### src/rtl/fetch_stage.sv
`default_nettype none
// +--------------------------------------------------------------------------+
// | fetch_stage: PC owner and instruction-fetch front end for the IF/ID reg.  |
// | Rev 1.0                                                                   |
// +--------------------------------------------------------------------------+
module fetch_stage #(
  parameter logic [31:0] RESET_PC = 32'h00000000,
  parameter logic [31:0] NOP      = 32'h00000000
) (
  input  logic        CLK,
  input  logic        RST,
  input  logic        stall,
  input  logic        redirect,
  input  logic [31:0] redirect_pc,
  output logic        imem_req,
  output logic [31:0] imem_addr,
  input  logic        imem_ready,
  input  logic [31:0] imem_rdata,
  output logic [31:0] out_inst,
  output logic [31:0] out_PCplus4,
  output logic        out_valid,
  output logic [31:0] fetch_count
);

  typedef enum logic [0:0] {
    FETCH = 1'b0,
    HOLD  = 1'b1
  } state_t;

  state_t      state;
  logic [31:0] pc;
  logic [31:0] pc_plus4;
  logic [31:0] hold_inst;
  logic [31:0] hold_pcp4;

  assign pc_plus4  = pc + 32'd4;
  assign imem_addr = pc;
  // Request is held low during reset even though the state already reads FETCH.
  assign imem_req  = (state == FETCH) && !RST;

  always_ff @(posedge CLK or posedge RST) begin
    if (RST) begin
      state       <= FETCH;
      pc          <= {RESET_PC[31:2], 2'b00};
      out_inst    <= NOP;
      out_PCplus4 <= 32'd0;
      out_valid   <= 1'b0;
      fetch_count <= 32'd0;
      hold_inst   <= NOP;
      hold_pcp4   <= 32'd0;
    end else if (redirect) begin
      // Flush: any same-cycle response and any buffered word are dropped.
      state     <= FETCH;
      pc        <= {redirect_pc[31:2], 2'b00};
      out_inst  <= NOP;
      out_valid <= 1'b0;
    end else begin
      case (state)
        FETCH: begin
          if (imem_ready) begin
            pc          <= pc_plus4;
            fetch_count <= fetch_count + 32'd1;
            if (stall) begin
              hold_inst <= imem_rdata;
              hold_pcp4 <= pc_plus4;
              state     <= HOLD;
            end else begin
              out_inst    <= imem_rdata;
              out_PCplus4 <= pc_plus4;
              out_valid   <= 1'b1;
            end
          end else if (!stall) begin
            out_inst  <= NOP;
            out_valid <= 1'b0;
          end
        end
        HOLD: begin
          if (!stall) begin
            out_inst    <= hold_inst;
            out_PCplus4 <= hold_pcp4;
            out_valid   <= 1'b1;
            state       <= FETCH;
          end
        end
        default: state <= FETCH;
      endcase
    end
  end

endmodule
`default_nettype wire

### config.mk
export PLATFORM = sky130hd
export DESIGN_NAME = fetch_stage
export DESIGN_NICKNAME = d
export VERILOG_FILES = /design/src/rtl/fetch_stage.sv
export SDC_FILE = /design/constraint.sdc
export NUM_CORES = 1
export LEC_CHECK = 0
export ABC_AREA = 1
export BUFFER_PORTS_ARGS = -buffer_cell sky130_fd_sc_hd__buf_2
export CORE_MARGIN = 5
export CORE_UTILIZATION = 45
export CTS_BUF_LIST = sky130_fd_sc_hd__clkbuf_8
export CTS_CLUSTER_SIZE = 14
export DETAILED_ROUTE_END_ITERATION = 6
export MAX_ROUTING_LAYER = met4
export PLACE_DENSITY = 0.66
export SYNTH_ARGS = -nofsm -noshare
export SYNTH_HDL_FRONTEND = slang
export SYNTH_SLANG_ARGS = --single-unit
### constraint.sdc
create_clock -name CLK -period 14.2 [get_ports CLK]
set_clock_uncertainty 0.1 [all_clocks]
set_input_delay 2.84 -clock CLK [delete_from_list [all_inputs] [get_ports CLK]]
set_output_delay 2.84 -clock CLK [all_outputs]
set_load 0.01 [all_outputs]
==> results of run 1 <==
-- cells by family after synthesis --
family,after synthesis
other cells,1
xor+xnor,26
compound gates,167
flops,188
fa+ha+maj,2
buf+inv,135
simple gates,684
-- how the worst max path moves through the flow --
stage               startpoint              to  slack [ns]  cells after the start
CTS                        RST        imem_req        8.07                      3
global route               RST        imem_req        8.04                      3
detailed placement    redirect   hold_pcp4[17]        8.01                      7
global placement      redirect   hold_pcp4[18]        8.06                      7
finish                     RST        imem_req        8.08                      3
floorplan                  RST  fetch_count[0]        6.15                      1
-- layout make-up --
class | count | area [µm²]
clock buffer | 17 | 234
clock inverter | 15 | 176
fill | 1981 | 9470
inverter | 84 | 323
multi-input combinational | 883 | 4130
sequential | 188 | 4710
tap | 270 | 338
timing repair buffer | 196 | 991
-- worst min-delay path: stages, from the launching register on --
cell and delay [ns]:
dfrtp_1 0.35, nand2_1 0.05, nand2_1 0.05
-- sequential cells by signal, indices dropped and copies added, names as in the netlist --
signal	count
out_valid	1
state	1
hold_inst	32
fetch_count	32
imem_addr	30
hold_pcp4	30
out_PCplus4	30
out_inst	32
-- routing by layer --
metal / GRT usage (%) / share of wire [%]
met1: 30.9 / 46
met2: 33.6 / 45
met3: 4.69 / 6.7
met4: 6.60 / 1.9
met5: - / 0
-- power by group through the flow --
stage          clock (mW)  sequential [mW]  combinational, mW
3_5_place_dp            0            0.673              0.248
6_report            0.375            0.663              0.245
2_1_floorplan           0            0.682              0.136
5_1_grt             0.408            0.673              0.279
4_1_cts             0.384            0.662              0.249
3_3_place_gp            0            0.669              0.244
-- metrics by stage --
| stage | utilization [%] | cells | hold WS [ns] |
|---|---|---|---|
| final | 53.5 | 1653 | 0.379 |
| after global routing | 53.5 | 1653 | 0.400 |
| after CTS | 53.5 | 1653 | 0.383 |
| after detailed placement | 51.5 | 1621 | 0.358 |
| after global placement | 51.5 | 1621 | 0.354 |
| after floorplan | - | 1206 | 0.342 |
-- cells in the mapped netlist (2+ instances only) --
library cell / instances / area [µm²]
and2_4: 2 / 17.5
o21bai_2: 2 / 22.5
o21ai_0: 62 / 310
buf_2: 24 / 120
a31oi_1: 6 / 37.5
xor2_1: 15 / 131
nand4_1: 2 / 12.5
inv_1: 79 / 297
nand3_1: 62 / 310
o211ai_1: 12 / 90.1
o21ai_1: 13 / 65.1
nor2_2: 8 / 50.1
nor2_1: 92 / 345
nand3b_1: 9 / 67.6
clkbuf_1: 18 / 67.6
a22oi_1: 30 / 225
nor2_4: 9 / 101
o22ai_1: 6 / 37.5
and2_1: 3 / 18.8
buf_4: 6 / 45.0
xnor2_1: 11 / 96.3
nand2_4: 3 / 33.8
buf_1: 3 / 11.3
a22o_1: 2 / 17.5
nand2_2: 3 / 18.8
a21oi_1: 29 / 145
o21ai_2: 2 / 17.5
ha_1: 2 / 25.0
nand2_1: 485 / 1820
inv_2: 5 / 18.8
dfrtp_1: 188 / 4700
==> results_dict.tcl, run 1 <==
set metrics [dict create \
    status "finished, final reports clean" \
    design.core.area_um2 20400 \
    clock_path_buffers 2 \
    syn_area_per_cell_um2 7.79 \
    min_from "hold_inst[27]" \
    yosysUniqueCellTypes 41 \
    slew-limit-headroom_pct 27.5 \
    crit_required_ns 11.26 \
    ys.flop_type "dfrtp_1" \
    numCtsBuffers 17 \
    synth-compound-area-share_pct 10.6 \
    syn_to_final_growth_pct 16.3 \
    vias 8308 \
    synthMuxAreaShare_pct 0 \
    crit_buf_inv 2 \
    ant_nets 0 \
    synth_seq_cells 188 \
    period_share_pct 43.1 \
    top_level_ports 199 \
    io_buffers 192 \
    first_global_vias 7983 \
    wl_um 25700 \
    grt_max_degree 135 \
    critPathMaxStageDelay_ns 0.13 \
    worstPathCellList "buf_2 -> nor2_1 -> buf_2" \
    start_kind "input pin" \
    synthAdderAreaFrac_pct 0.267 \
    initial_core_util_pct 46.0 \
    route.detailed.drc 0 \
    postCtsSetupBuffers 0 \
    seqPwrFrac_pct 51.7 \
    preCtsSetupSlack_ns 8.01 \
    final_common_cell "nand2_1" \
    max_cap_violations 0 \
    drv_slew 0 \
    drive_gt1_share_pct 19.4 \
    leakage_nw 5.62 \
    clock_latency_ns 0.47 \
    switchingPower_mw 0.420 \
    cts_resized 0 \
    antenna_found_initial 0 \
    p_per_area_nw_per_um2 118 \
    fin_ws_ns 8.08 \
    p_sw_share_pct 32.7 \
    ctsRootBufferMaster "clkbuf_8" \
    synth_enable_flop_cells 0 \
    dpl-instance-area_um2 10500 \
    crit_arrival_ns 3.18 \
    crit_path_frequent_cell "buf_2" \
    tightest_slew_ns 1.09 \
    r2r_cells 7 \
    reg2reg_from "state" \
    period_needed_ns 6.12 \
    dieArea_um2 23800 \
    htreeDepth 4 \
    grt_usage_pct 22.4 \
    rows 52 \
    tritoncts "yes" \
    hold_viol_final 0 \
    seq_area_frac_synth_pct 50.2 \
    fmax_ghz 0.163 \
    hold_depth 2 \
    antenna_cells 0 \
    r2r_end "hold_pcp4[17]" \
    place.gp.congestion 0.893 \
    fin_total_pwr_mw 1.28 \
    grt_setup_unrepaired "false" \
    crit_fanout 2 \
    dr.pass1.iters 5 \
    rrSetupSlack_ns 10.68 \
    p_int_mw 0.862 \
    async_reset_ff_share_pct 100 \
    cts_hold_buf 0 \
    overflow 0 \
    syn_inst 1203 \
    slowest_stage "buf_2" \
    cts_sinks 188 \
    pwr-share-comb_pct 19.1 \
    nets 1441 \
    first_iter_violations 489 \
    setup-tns-final_ns 0 \
    setup_viol 0 \
    ir_drop_v 0.0000617 \
    synth_warnings 0 \
    die_y_um 154 \
    clkTransAtPathRegs_ns 0.09 \
    synth_top_family_by_area "simple AND/OR/NAND/NOR gates" \
    synth_simple_gate_area_share_pct 30.5 \
    holdCritPathClass "reg2reg" \
    end_kind "output pin" \
    syn_area_um2 9370 \
    synthXorXnorAreaFrac_pct 2.43 \
    die_x_um 154 \
    pwr-share-clk_pct 29.2 \
    wl_per_cell_um 15.6 \
    final_cell_mix "485 x nand2_1, 192 x buf_2, 187 x dfrtp_1" \
    dp_hpwl_um 18000 \
    final_area_um2 10900 \
    worstSetupPathType "in2out" \
    grt_pass1_wl_um 41900 \
    path_delay_family "buffers and inverters" \
    holdPathEnd "hold_inst[27]" \
    routed_via_density 5.03 \
]
(Power assumes the default switching activity.)
==> inputs of run 2 (changes only) <==
ABC_AREA = 0   (was 1)
PLACE_DENSITY = 0.69   (was 0.66)
clock period = 5.25 ns   (was 14.2 ns; I/O delays follow)
==> results_dict.tcl, run 2 <==
set metrics [dict create \
    dr.pass1.iters 5 \
    crit_required_ns 4.10 \
    fmax_ghz 0.298 \
    drv_slew 0 \
    synthXorXnorAreaFrac_pct 8.06 \
    setup_viol 0 \
    ys.flop_type "dfrtp_1" \
    crit_fanout 51 \
    grt_pass1_wl_um 38400 \
    seq_area_frac_synth_pct 52.8 \
    first_global_vias 7287 \
    yosysMostFrequentCell "nand2_1" \
    cts_resized 0 \
    syn_area_um2 8910 \
    slowest_stage "dfrtp_2" \
    synthAdderAreaFrac_pct 0.281 \
    critPathMaxStageDelay_ns 1.04 \
    place.gp.congestion 0.867 \
    wl_um 23400 \
    htreeDepth 4 \
    synth_top_family_by_area "simple AND/OR/NAND/NOR gates" \
    final-instance-count-excl-fill 1444 \
    first_iter_violations 567 \
    synth_simple_gate_area_share_pct 24.6 \
    ctsRootBufferMaster "clkbuf_8" \
    grt_usage_pct 21.8 \
    setup-tns-final_ns 0 \
    nets 1238 \
    synth.area.top_cells "dfrtp_1 53%, nand2_1 10%, xnor2_1 5.1%, a21oi_1 4.4%, o21ai_0 4.2%" \
    postCtsSetupBuffers 0 \
    async_reset_ff_share_pct 100 \
    io_buffers 192 \
    grt_max_degree 189 \
    worstSetupPathType "reg2out" \
    p_per_area_nw_per_um2 320 \
    top_level_ports 199 \
    seq_area_um2 4710 \
    cts_hold_buf 0 \
    antenna_found_initial 0 \
    drive_gt1_share_pct 21.9 \
    nFillCells 1851 \
    start_kind "flip-flop" \
    holdCritPathClass "reg2reg" \
    multi_input_area_um2 3940 \
    crit_arrival_ns 2.20 \
    overflow 0 \
    status "finished, final reports clean" \
    final_common_cell "nand2_1" \
    numCtsBuffers 17 \
    clock_path_buffers 2 \
    synth.top_cell.area_share_pct 52.8 \
    end_kind "output pin" \
    clock_latency_ns 0.46 \
    place_inst 1413 \
    synth_enable_flop_cells 0 \
    rrSetupSlack_ns 2.33 \
    fin_util_pct 53.8 \
    period_share_pct 63.9 \
    routed_via_density 5.24 \
    hold_viol_final 0 \
    dp_hpwl_um 15600 \
    ant_nets 0 \
    route.detailed.drc 0 \
    syn_inst 1006 \
    tightest_slew_ns 1.02 \
    yosys.area.top_type "dfrtp_1" \
    ir_drop_v 0.000163 \
    synth_seq_cells 188 \
    final_cell_mix "243 x nand2_1, 191 x buf_2, 187 x dfrtp_1" \
    vias 7560 \
    initial_core_util_pct 45.8 \
    syn_area_per_cell_um2 8.86 \
    wl_per_cell_um 16.2 \
    synth-compound-area-share_pct 10.5 \
    max_cap_violations 0 \
    netlist_top_cells_count "244 x nand2_1, 188 x dfrtp_1, 84 x nor2_1" \
    cts_sinks 188 \
    die_x_um 151 \
    slew-limit-headroom_pct 31.9 \
    yosysUniqueCellTypes 50 \
    worstPathCellList "buf_4 -> nor2_1 -> buf_2" \
    grt_setup_unrepaired "false" \
    period_needed_ns 3.35 \
    rows 51 \
    antenna_cells 0 \
    design.core.area_um2 19500 \
    dieArea_um2 22700 \
    top_regs "fetch_count: 32 flops, hold_inst: 32 flops, out_inst: 32 flops" \
    die_y_um 151 \
    synthMuxAreaShare_pct 0.351 \
    syn_to_final_growth_pct 17.4 \
    clkTransAtPathRegs_ns 0.10 \
    tritoncts "yes" \
    synth_warnings 0 \
    leakage_nw 5.02 \
]
==> run 2: cell type report <==
type | count | share of cell area (%)
Sequential cell | 188 | 45.0
Multi-Input combinational cell | 748 | 37.6
Timing Repair Buffer | 205 | 10.3
Tap cell | 265 | 3.17
Clock buffer | 18 | 2.37
Clock inverter | 13 | 1.36
Inverter | 7 | 0.287
==> run 2: cell families (layout without fill, tap and decap cells) <==
| family | after synthesis | count (layout) |
|---|---|---|
| compound gates | 178 | 178 |
| mux | 3 | 3 |
| simple gates | 479 | 479 |
| buf+inv | 73 | 243 |
| flops | 188 | 188 |
| xor+xnor | 82 | 82 |
| fa+ha+maj | 2 | 2 |
| other cells | 1 | 4 |
==> run 2: worst max-delay path: cells and delay by family (launching register included) <==
| kind | cells | cell delay [ns] |
|---|---|---|
| flip-flops | 1 | 1.04 |
| AND/OR/NAND/NOR | 1 | 0.10 |
| buffers and inverters | 2 | 0.61 |
==> run 2: path summary, 6_finish.rpt <==
path                                 start         endpoint  cells after the start
setup / recovery                     state         imem_req                      3
hold / removal             fetch_count[31]  fetch_count[31]                      1
setup reg to reg                     state     out_inst[27]                      7
hold reg to reg            fetch_count[31]  fetch_count[31]                      1
max in group asynchronous              RST            state                      3
min in group asynchronous              RST  fetch_count[26]                      3
==> run 2: metal layers <==
layer  track usage [%]  vias to the layer above  routed length, µm
li1                  -                     3688                  -
met1              30.7                     3631              10700
met2              33.2                      219              10900
met3              3.67                       22               1470
met4              5.21                        0                275
met5                 -                        -                  0
==> run 2: report_power, final <==
group | internal (mW) | switching [mW] | total (mW)
Clock | 0.437 | 0.528 | 0.965
Sequential | 1.64 | 0.164 | 1.80
Combinational | 0.234 | 0.345 | 0.579
Total | 2.31 | 1.04 | 3.34
==> run 2: through the flow <==
step           setup WS (ns)  cell area (µm²)  power, mW  hold WS, ns
2_1_floorplan           1.68             8930       2.15        0.340
3_3_place_gp            1.95            10100       2.39        0.354
3_5_place_dp            1.96            10100       2.41        0.358
4_1_cts                 1.85            10500       3.38        0.376
5_1_grt                 1.75            10500       3.54        0.399
6_report                1.90            10500       3.34        0.371
